[src/rtl/spi_work_master.sv]
// SPI mode-0 initiator for the hashing FPGA link: shifts a TX_W-bit work message out on mosi,
// or a RX_W-bit result in from miso, framed by chip_enable setup/hold/gap timing.
module spi_work_master #(
    parameter int unsigned TX_W     = 768,
    parameter int unsigned RX_W     = 256,
    parameter int unsigned CLK_DIV  = 4,
    parameter int unsigned CS_SETUP = 2,
    parameter int unsigned CS_HOLD  = 2,
    parameter int unsigned CS_GAP   = 2
) (
    input  logic            clk_i,
    input  logic            rst_ni,
    input  logic            cmd_valid_i,
    output logic            cmd_ready_o,
    input  logic            cmd_read_i,
    input  logic [0:TX_W-1] tx_data_i,
    output logic [0:RX_W-1] rx_data_o,
    output logic            done_o,
    output logic            busy_o,
    output logic            spi_clk_o,
    output logic            chip_enable_o,
    output logic            mosi_o,
    input  logic            miso_i
);

    localparam int unsigned MaxW   = (TX_W > RX_W) ? TX_W : RX_W;
    localparam int unsigned CntW   = $clog2(MaxW + 1);
    localparam int unsigned TmrA   = (CLK_DIV > CS_SETUP) ? CLK_DIV : CS_SETUP;
    localparam int unsigned TmrB   = (CS_HOLD > CS_GAP) ? CS_HOLD : CS_GAP;
    localparam int unsigned TmrMax = (TmrA > TmrB) ? TmrA : TmrB;
    localparam int unsigned TmrW   = $clog2(TmrMax + 1);

    localparam logic [TmrW-1:0] DivLoad   = TmrW'(CLK_DIV - 1);
    localparam logic [TmrW-1:0] SetupLoad = TmrW'(CS_SETUP - 1);
    localparam logic [TmrW-1:0] HoldLoad  = TmrW'(CS_HOLD - 1);
    localparam logic [TmrW-1:0] GapLoad   = TmrW'(CS_GAP - 1);

    typedef enum logic [2:0] {
        StIdle,
        StSetup,
        StShiftHi,
        StShiftLo,
        StHold,
        StGap
    } state_e;

    state_e          state_q;
    logic [TmrW-1:0] tmr_q;
    logic [CntW-1:0] bits_q;
    logic [0:TX_W-1] tx_q;
    logic [0:RX_W-1] rx_sh_q;
    logic [0:RX_W-1] rx_q;
    logic            read_q;
    logic            ready_q;
    logic            busy_q;
    logic            done_q;
    logic            sclk_q;
    logic            ce_q;

    always_ff @(posedge clk_i or negedge rst_ni) begin
        if (!rst_ni) begin
            state_q <= StIdle;
            tmr_q   <= '0;
            bits_q  <= '0;
            tx_q    <= '0;
            rx_sh_q <= '0;
            rx_q    <= '0;
            read_q  <= 1'b0;
            ready_q <= 1'b1;
            busy_q  <= 1'b0;
            done_q  <= 1'b0;
            sclk_q  <= 1'b0;
            ce_q    <= 1'b1;
        end else begin
            done_q <= 1'b0;
            case (state_q)
                StIdle: begin
                    if (cmd_valid_i) begin
                        state_q <= StSetup;
                        tmr_q   <= SetupLoad;
                        bits_q  <= cmd_read_i ? CntW'(RX_W) : CntW'(TX_W);
                        // mosi is tx_q[0]; a read keeps the line low by loading zeros
                        tx_q    <= cmd_read_i ? '0 : tx_data_i;
                        read_q  <= cmd_read_i;
                        ready_q <= 1'b0;
                        busy_q  <= 1'b1;
                        ce_q    <= 1'b0;
                    end
                end
                StSetup: begin
                    if (tmr_q == '0) begin
                        state_q <= StShiftHi;
                        tmr_q   <= DivLoad;
                        sclk_q  <= 1'b1;
                    end else begin
                        tmr_q <= tmr_q - TmrW'(1);
                    end
                end
                StShiftHi: begin
                    if (read_q && tmr_q == DivLoad) begin
                        rx_sh_q <= {rx_sh_q[1:RX_W-1], miso_i};
                    end
                    if (tmr_q == '0) begin
                        sclk_q <= 1'b0;
                        bits_q <= bits_q - CntW'(1);
                        if (bits_q == CntW'(1)) begin
                            state_q <= StHold;
                            tmr_q   <= HoldLoad;
                        end else begin
                            state_q <= StShiftLo;
                            tmr_q   <= DivLoad;
                            tx_q    <= tx_q << 1;
                        end
                    end else begin
                        tmr_q <= tmr_q - TmrW'(1);
                    end
                end
                StShiftLo: begin
                    if (tmr_q == '0) begin
                        state_q <= StShiftHi;
                        tmr_q   <= DivLoad;
                        sclk_q  <= 1'b1;
                    end else begin
                        tmr_q <= tmr_q - TmrW'(1);
                    end
                end
                StHold: begin
                    if (tmr_q == '0) begin
                        state_q <= StGap;
                        tmr_q   <= GapLoad;
                        ce_q    <= 1'b1;
                        tx_q    <= '0;
                        done_q  <= 1'b1;
                        if (read_q) begin
                            rx_q <= rx_sh_q;
                        end
                    end else begin
                        tmr_q <= tmr_q - TmrW'(1);
                    end
                end
                StGap: begin
                    busy_q <= 1'b0;
                    if (tmr_q == '0) begin
                        state_q <= StIdle;
                        ready_q <= 1'b1;
                    end else begin
                        tmr_q <= tmr_q - TmrW'(1);
                    end
                end
                default: state_q <= StIdle;
            endcase
        end
    end

    assign cmd_ready_o   = ready_q;
    assign busy_o        = busy_q;
    assign done_o        = done_q;
    assign spi_clk_o     = sclk_q;
    assign chip_enable_o = ce_q;
    assign mosi_o        = tx_q[0];
    assign rx_data_o     = rx_q;

endmodule

[config.mk]
export PLATFORM = sky130hd
export DESIGN_NAME = spi_work_master
export DESIGN_NICKNAME = d
export VERILOG_FILES = /design/src/rtl/spi_work_master.sv
export SDC_FILE = /design/constraint.sdc
export NUM_CORES = 2
export LEC_CHECK = 0
export ABC_AREA = 1
export CAP_MARGIN = 20
export CORE_AREA = 4 4 398 400
export CTS_BUF_LIST = sky130_fd_sc_hd__clkbuf_16
export DETAILED_ROUTE_END_ITERATION = 8
export DIE_AREA = 0 0 402 404
export PLACE_DENSITY = 0.61
export SYNTH_ARGS = -nofsm -noshare
export SYNTH_HDL_FRONTEND = slang
export SYNTH_SLANG_ARGS = --single-unit
export TNS_END_PERCENT = 30
[constraint.sdc]
create_clock -name clk_i -period 3.9 [get_ports clk_i]
set_input_delay 0.39 -clock clk_i [delete_from_list [all_inputs] [get_ports clk_i]]
set_output_delay 0.39 -clock clk_i [all_outputs]
set_load 0.03 [all_outputs]
Yosys cells after proc, flatten, opt, wreduce, memory -nomap -nowiden

Cells that the tools add are included.

Reductions and logical operators: 21
Add/subtract/negate cells: 2
Muxes and demuxes: 33
Equal/unequal tests: 14
Multiply operators: 0
Bitwise operators: 0
Shifts and indexed selects: 0
Divide/modulo/power cells: 0
Magnitude comparators: 0

Operator list:

| cell                  | count |
|---|---|
| $mux 768              | 5 |
| $pmux 768 s3          | 1 |
| $mux 10               | 3 |
| $mux 3                | 10 |
| $pmux 3 s5            | 2 |
| $pmux 10 s2           | 1 |
| $reduce_and 3->1      | 6 |
| $ne 2x2->1 const B    | 6 |
| $eq 10x1->1 const B   | 1 |
| $reduce_and 5->1      | 2 |
| $sub 10x1->10 const B | 1 |
| $eq 3x2->1 const B    | 3 |
| $pmux 1 s2            | 4 |
| $reduce_bool 2->1     | 4 |
| $eq 3x3->1 const B    | 2 |
| $logic_not 3->1       | 2 |
| $mux 1                | 6 |
| $reduce_and 2->1      | 3 |
| $reduce_bool 5->1     | 1 |
| $eq 3x1->1 const B    | 1 |
| $reduce_bool 3->1     | 1 |
| $sub 3x1->3 const B   | 1 |
| $mux 2                | 1 |
| $ne 2x1->1 const B    | 1 |
| 2 further kinds       | 2 |

Bits in read-only memories: 0
Bits in writable memories: 0
Bits in registers: 1302
Memories: 0
Latch bits: 0
Bits of input ports: 773

Depth between registers and ports, before layout

Word-level depth: 4
Gate-level depth with buffers: 13
Depth with buffers taken out: 11

Worst setup path before layout

No wires, ideal clock.

Path kind: register to register
From: register tmr_q[0]
To: register tx_q[206] (netlist name)
Arrival time: 1735 ps
Required time: 3783 ps
Slack: 2048 ps
Setup time: 117 ps
Stages on the path, launching flop included: 13
Cell sequence: dfrtp_1 -> inv_1 -> ha_1 -> nand2_1 -> inv_1 -> a21oi_2 -> nor2_4 -> nand2_2 -> buf_4 -> buf_6 -> buf_2 -> nand2_1 -> nand2_1

Longest elaborated chain between the ends: 3
Elaborated cells on any way between the ends: 4
Those cells by class: eq/ne (2); reduce/logical (2)

Ends and longest elaborated chain:

| what                           | line     | RTL |
|---|---|---|
| from (decl)                    | 48       | `logic [TmrW-1:0] tmr_q;` |
| from (signal assigned)         | 80       | `tmr_q <= SetupLoad;` |
| from (signal assigned)         | 93       | `tmr_q <= DivLoad;` |
| from (signal assigned)         | 96       | `tmr_q <= tmr_q - TmrW'(1);` |
| $logic_not 3->1 (*)            | 103, 128 |  |
| $ne 2x2->1 (no line)           | --       |  |
| $reduce_and 5->1 (no line) (*) | --       |  |
| to (signal assigned)           | 83       | `tx_q <= cmd_read_i ? '0 : tx_data_i;` |
| to (signal assigned)           | 112      | `tx_q <= tx_q << 1;` |
| to (decl)                      | 50       | `logic [0:TX_W-1] tx_q;` |

Mark *: on every way between the ends. The rest lies on a longest branch, timed or not.
A chain may end at the register's enable or synchronous reset.

Worst setup path in the final report

From: register tmr_q[0]
To: register tx_q[429] (netlist name)

Same word-level chain as after synthesis.

==> flow_summary.json <==
{
  "synth_most_common_cell": "nand2_1",
  "rr_worst_depth": 10,
  "synth_top_area_cell": "dfrtp_1",
  "postCtsHoldBufs": 1,
  "io_buffers": 1034,
  "relSlewSlack": 0.216,
  "min_path_type": "in -> async",
  "clk_pin_slew_worst_paths_ns": 0.06,
  "synthDistinctLibCells": 27,
  "synth_commonest_cells": "4397 x nand2_1, 1300 x dfrtp_1, 775 x nand3_1",
  "fin_area_sq_um": 76100,
  "dr.first_iter.drc_count": 5184,
  "cts_sinks": 1302,
  "synth_adder_area_share": 0.00105,
  "die_w_microns": 402,
  "finalHoldViolations": 0,
  "fmaxAchievable_mhz": 336,
  "ir_worst_vdd_uv": 904,
  "crit_fanout": 186,
  "vias": 53100,
  "worst_ep_arrival_time_ns": 3.63,
  "grt_pass1_wl_microns": 302000,
  "final_util": 0.490,
  "place.gp.congestion": 0.872,
  "cts_made_buffers": 146,
  "die_area_sq_um": 162000,
  "r2r-start": "tmr_q[0]$_DFFE_PN0P_",
  "setup_viol": 0,
  "post_cts_buffers": 0,
  "dp.cells": 10500,
  "cts_buffer_depth": 3,
  "worstSetupPathType": "reg -> reg",
  "root_buffer": "clkbuf_16",
  "wire_per_inst_microns": 18.1,
  "slowest_delay_ns": 0.53,
  "synth-async-reset-ratio": 1.00,
  "synth_area_sq_um": 59500,
  "tightest_slew_ns": 1.18,
  "yosys_warnings": 0,
  "antenna_found_initial": 51,
  "die_h_microns": 404,
  "r2r_end": "tx_q[429]$_DFFE_PN0P_",
  "firstDrtPassIters": 6,
  "grt_pass1_vias": 51800,
  "cp_cell_sequence": "inv_1 -> ha_1 -> nand2_1 -> inv_1 -> a21oi_2 -> nor2_4 -> buf_4 -> buf_12 -> nand3_1 -> nand2_1",
  "synth_top_family_by_area": "simple AND/OR/NAND/NOR gates",
  "synth-simple-area-share": 0.346,
  "dp_hpwl_microns": 131000,
  "detail-route-antenna-nets": 0,
  "post-route-period-util": 0.763,
  "cts_tree": "built",
  "p_leak_nw": 38.6,
  "rrSetupSlack_ns": 0.92,
  "layout.nets": 9397,
  "p_per_area_nw_per_um2": 642,
  "synth_compound_area_frac": 0.0458,
  "overflow": 0,
  "timing.critical_path.from_type": "flip-flop",
  "postSynthAreaPerCell_sq_um": 7.55,
  "cts.repair.resized": 0,
  "slew_viol_final": 0,
  "required_ns": 4.56,
  "status": "finished, final reports clean",
  "finalCriticalPeriod_ns": 2.98,
  "rsz0062_at_grt": "false",
  "drive_gt1_frac": 0.0352,
  "wl_microns": 196000,
  "synth-edff-count": 0,
  "clk_latency_ns": 0.77,
  "drc": 0,
  "rows": 145,
  "via_per_inst": 4.91,
  "area_growth_syn_to_layout_pct": 27.9,
  "yosysSeqAreaShare": 0.548,
  "final_cells": 10800,
  "synth_cells": 7880,
  "track_usage": 0.234,
  "synth_xor_area_frac": 0.000147,
  "fp.coreArea_sq_um": 155000,
  "final.setup_skew_ns": 0.0495,
  "synth_area_leaders": "dfrtp_1 55%, nand2_1 28%, nand3_1 6.5%",
  "slowest_stage": "buf_12",
  "mappedNetlistNets": 8658,
  "dpl-instance-area_sq_um": 71300,
  "ys_seq_elements": 1302,
  "cts_max_level": 4,
  "fin_tns_setup_ns": 0,
  "synth_top_area_frac": 0.547,
  "cap_violations": 0,
  "ios": 1035,
  "synth.area.mux_share": 0.000189,
  "cp-end-kind": "flip-flop",
  "start_util": 0.383,
  "grt_max_degree": 223,
  "synth_ff_type": "dfrtp_1"
}
-- metrics by stage --
stage / hold WS (ns) / setup slack [ns] / power (W)
CTS: 0.185 / 0.989 / 0.0493
floorplan: 0.0944 / 2.05 / 0.0303
detailed placement: 0.410 / 1.03 / 0.0357
global route: 0.217 / 0.702 / 0.0522
global placement: 0.419 / 1.04 / 0.0354
finish: 0.143 / 0.924 / 0.0488
-- layer usage --
layer,vias up,track usage,wire length [microns],part of all wire
met2,1581,0.363,90000,0.46
met5,-,0,246,0.0013
met4,36,0.0958,7340,0.038
met1,25200,0.309,82200,0.42
li1,25900,-,-,-
met3,340,0.0683,15700,0.080
-- critical path, delay by kind of cell (launching register included) --
| family | cells | cell delay [ns] |
|---|---|---|
| AO/OA/AOI/OAI | 1 | 0.07 |
| flip-flops | 1 | 0.40 |
| buffers and inverters | 4 | 1.24 |
| adder cells (fa/ha/maj) | 1 | 0.20 |
| AND/OR/NAND/NOR | 4 | 0.67 |
-- worst max path at each step --
stage,from,endpoint,slack [ns],cells past startpoint
finish,tmr_q[0]$_DFFE_PN0P_,tx_q[429]$_DFFE_PN0P_,0.92,10
global route,tmr_q[0]$_DFFE_PN0P_,tx_q[379]$_DFFE_PN0P_,0.70,10
CTS,tmr_q[0]$_DFFE_PN0P_,tx_q[381]$_DFFE_PN0P_,0.99,10
detailed placement,tmr_q[0]$_DFFE_PN0P_,tx_q[396]$_DFFE_PN0P_,1.03,10
global placement,cmd_valid_i,tx_q[394]$_DFFE_PN0P_,1.04,9
floorplan,tmr_q[0]$_DFFE_PN0P_,tx_q[206]$_DFFE_PN0P_,2.05,12
-- flip-flops by register name, summed over array words and instances (netlist names), 3 cells and up --
name       count
bits_q        10
rx_sh_q      256
rx_data_o    256
tx_q         768
tmr_q          3
state_q        3
-- cells in the final DEF (no fill, tap or decap), drive strengths merged --
cell type / count
nand2: 4401
dfrtp: 1300
clkdlybuf4s50: 1033
nand3: 776
o21ai: 530
inv: 308
clkbuf: 147
buf: 96
clkinv: 69
diode: 31
nor2: 21
a21oi: 11
nand4: 8
bufinv: 8
clkinvlp: 6
ha: 5
nand3b: 2
dfstp: 2
a22oi: 1
xor2: 1
o22ai: 1
nor3: 1
mux2: 1
dlygate4sd3: 1
-- cell families after synthesis --
group / Yosys count
AOI/OAI and AO/OA: 543
xor gates and xnor gates: 1
adders and majority gates: 5
buffers and inverters: 819
DFF: 1302
muxes: 1
and+or+nand+nor: 5209
-- area by class of cell --
class / instances / area, sq um
multi-input cells: 5759 / 23400
inverters: 280 / 1050
clock buffers: 147 / 3680
repair buffers: 1130 / 11700
well taps: 2058 / 2570
fillers: 15200 / 79200
diodes: 31 / 77.6
clock inverters: 111 / 1020
flip-flops and latches: 1302 / 32600
-- power by group --
part | switching [W] | leakage, nW | total, W | internal [W]
logic | 0.0128 | 18.6 | 0.0177 | 0.00484
clock network | 0.00597 | 2.35 | 0.0135 | 0.00749
registers | 0.00142 | 17.6 | 0.0177 | 0.0163
total | 0.0202 | 38.6 | 0.0488 | 0.0286
Note: power is estimated with default switching activity, not from simulation.
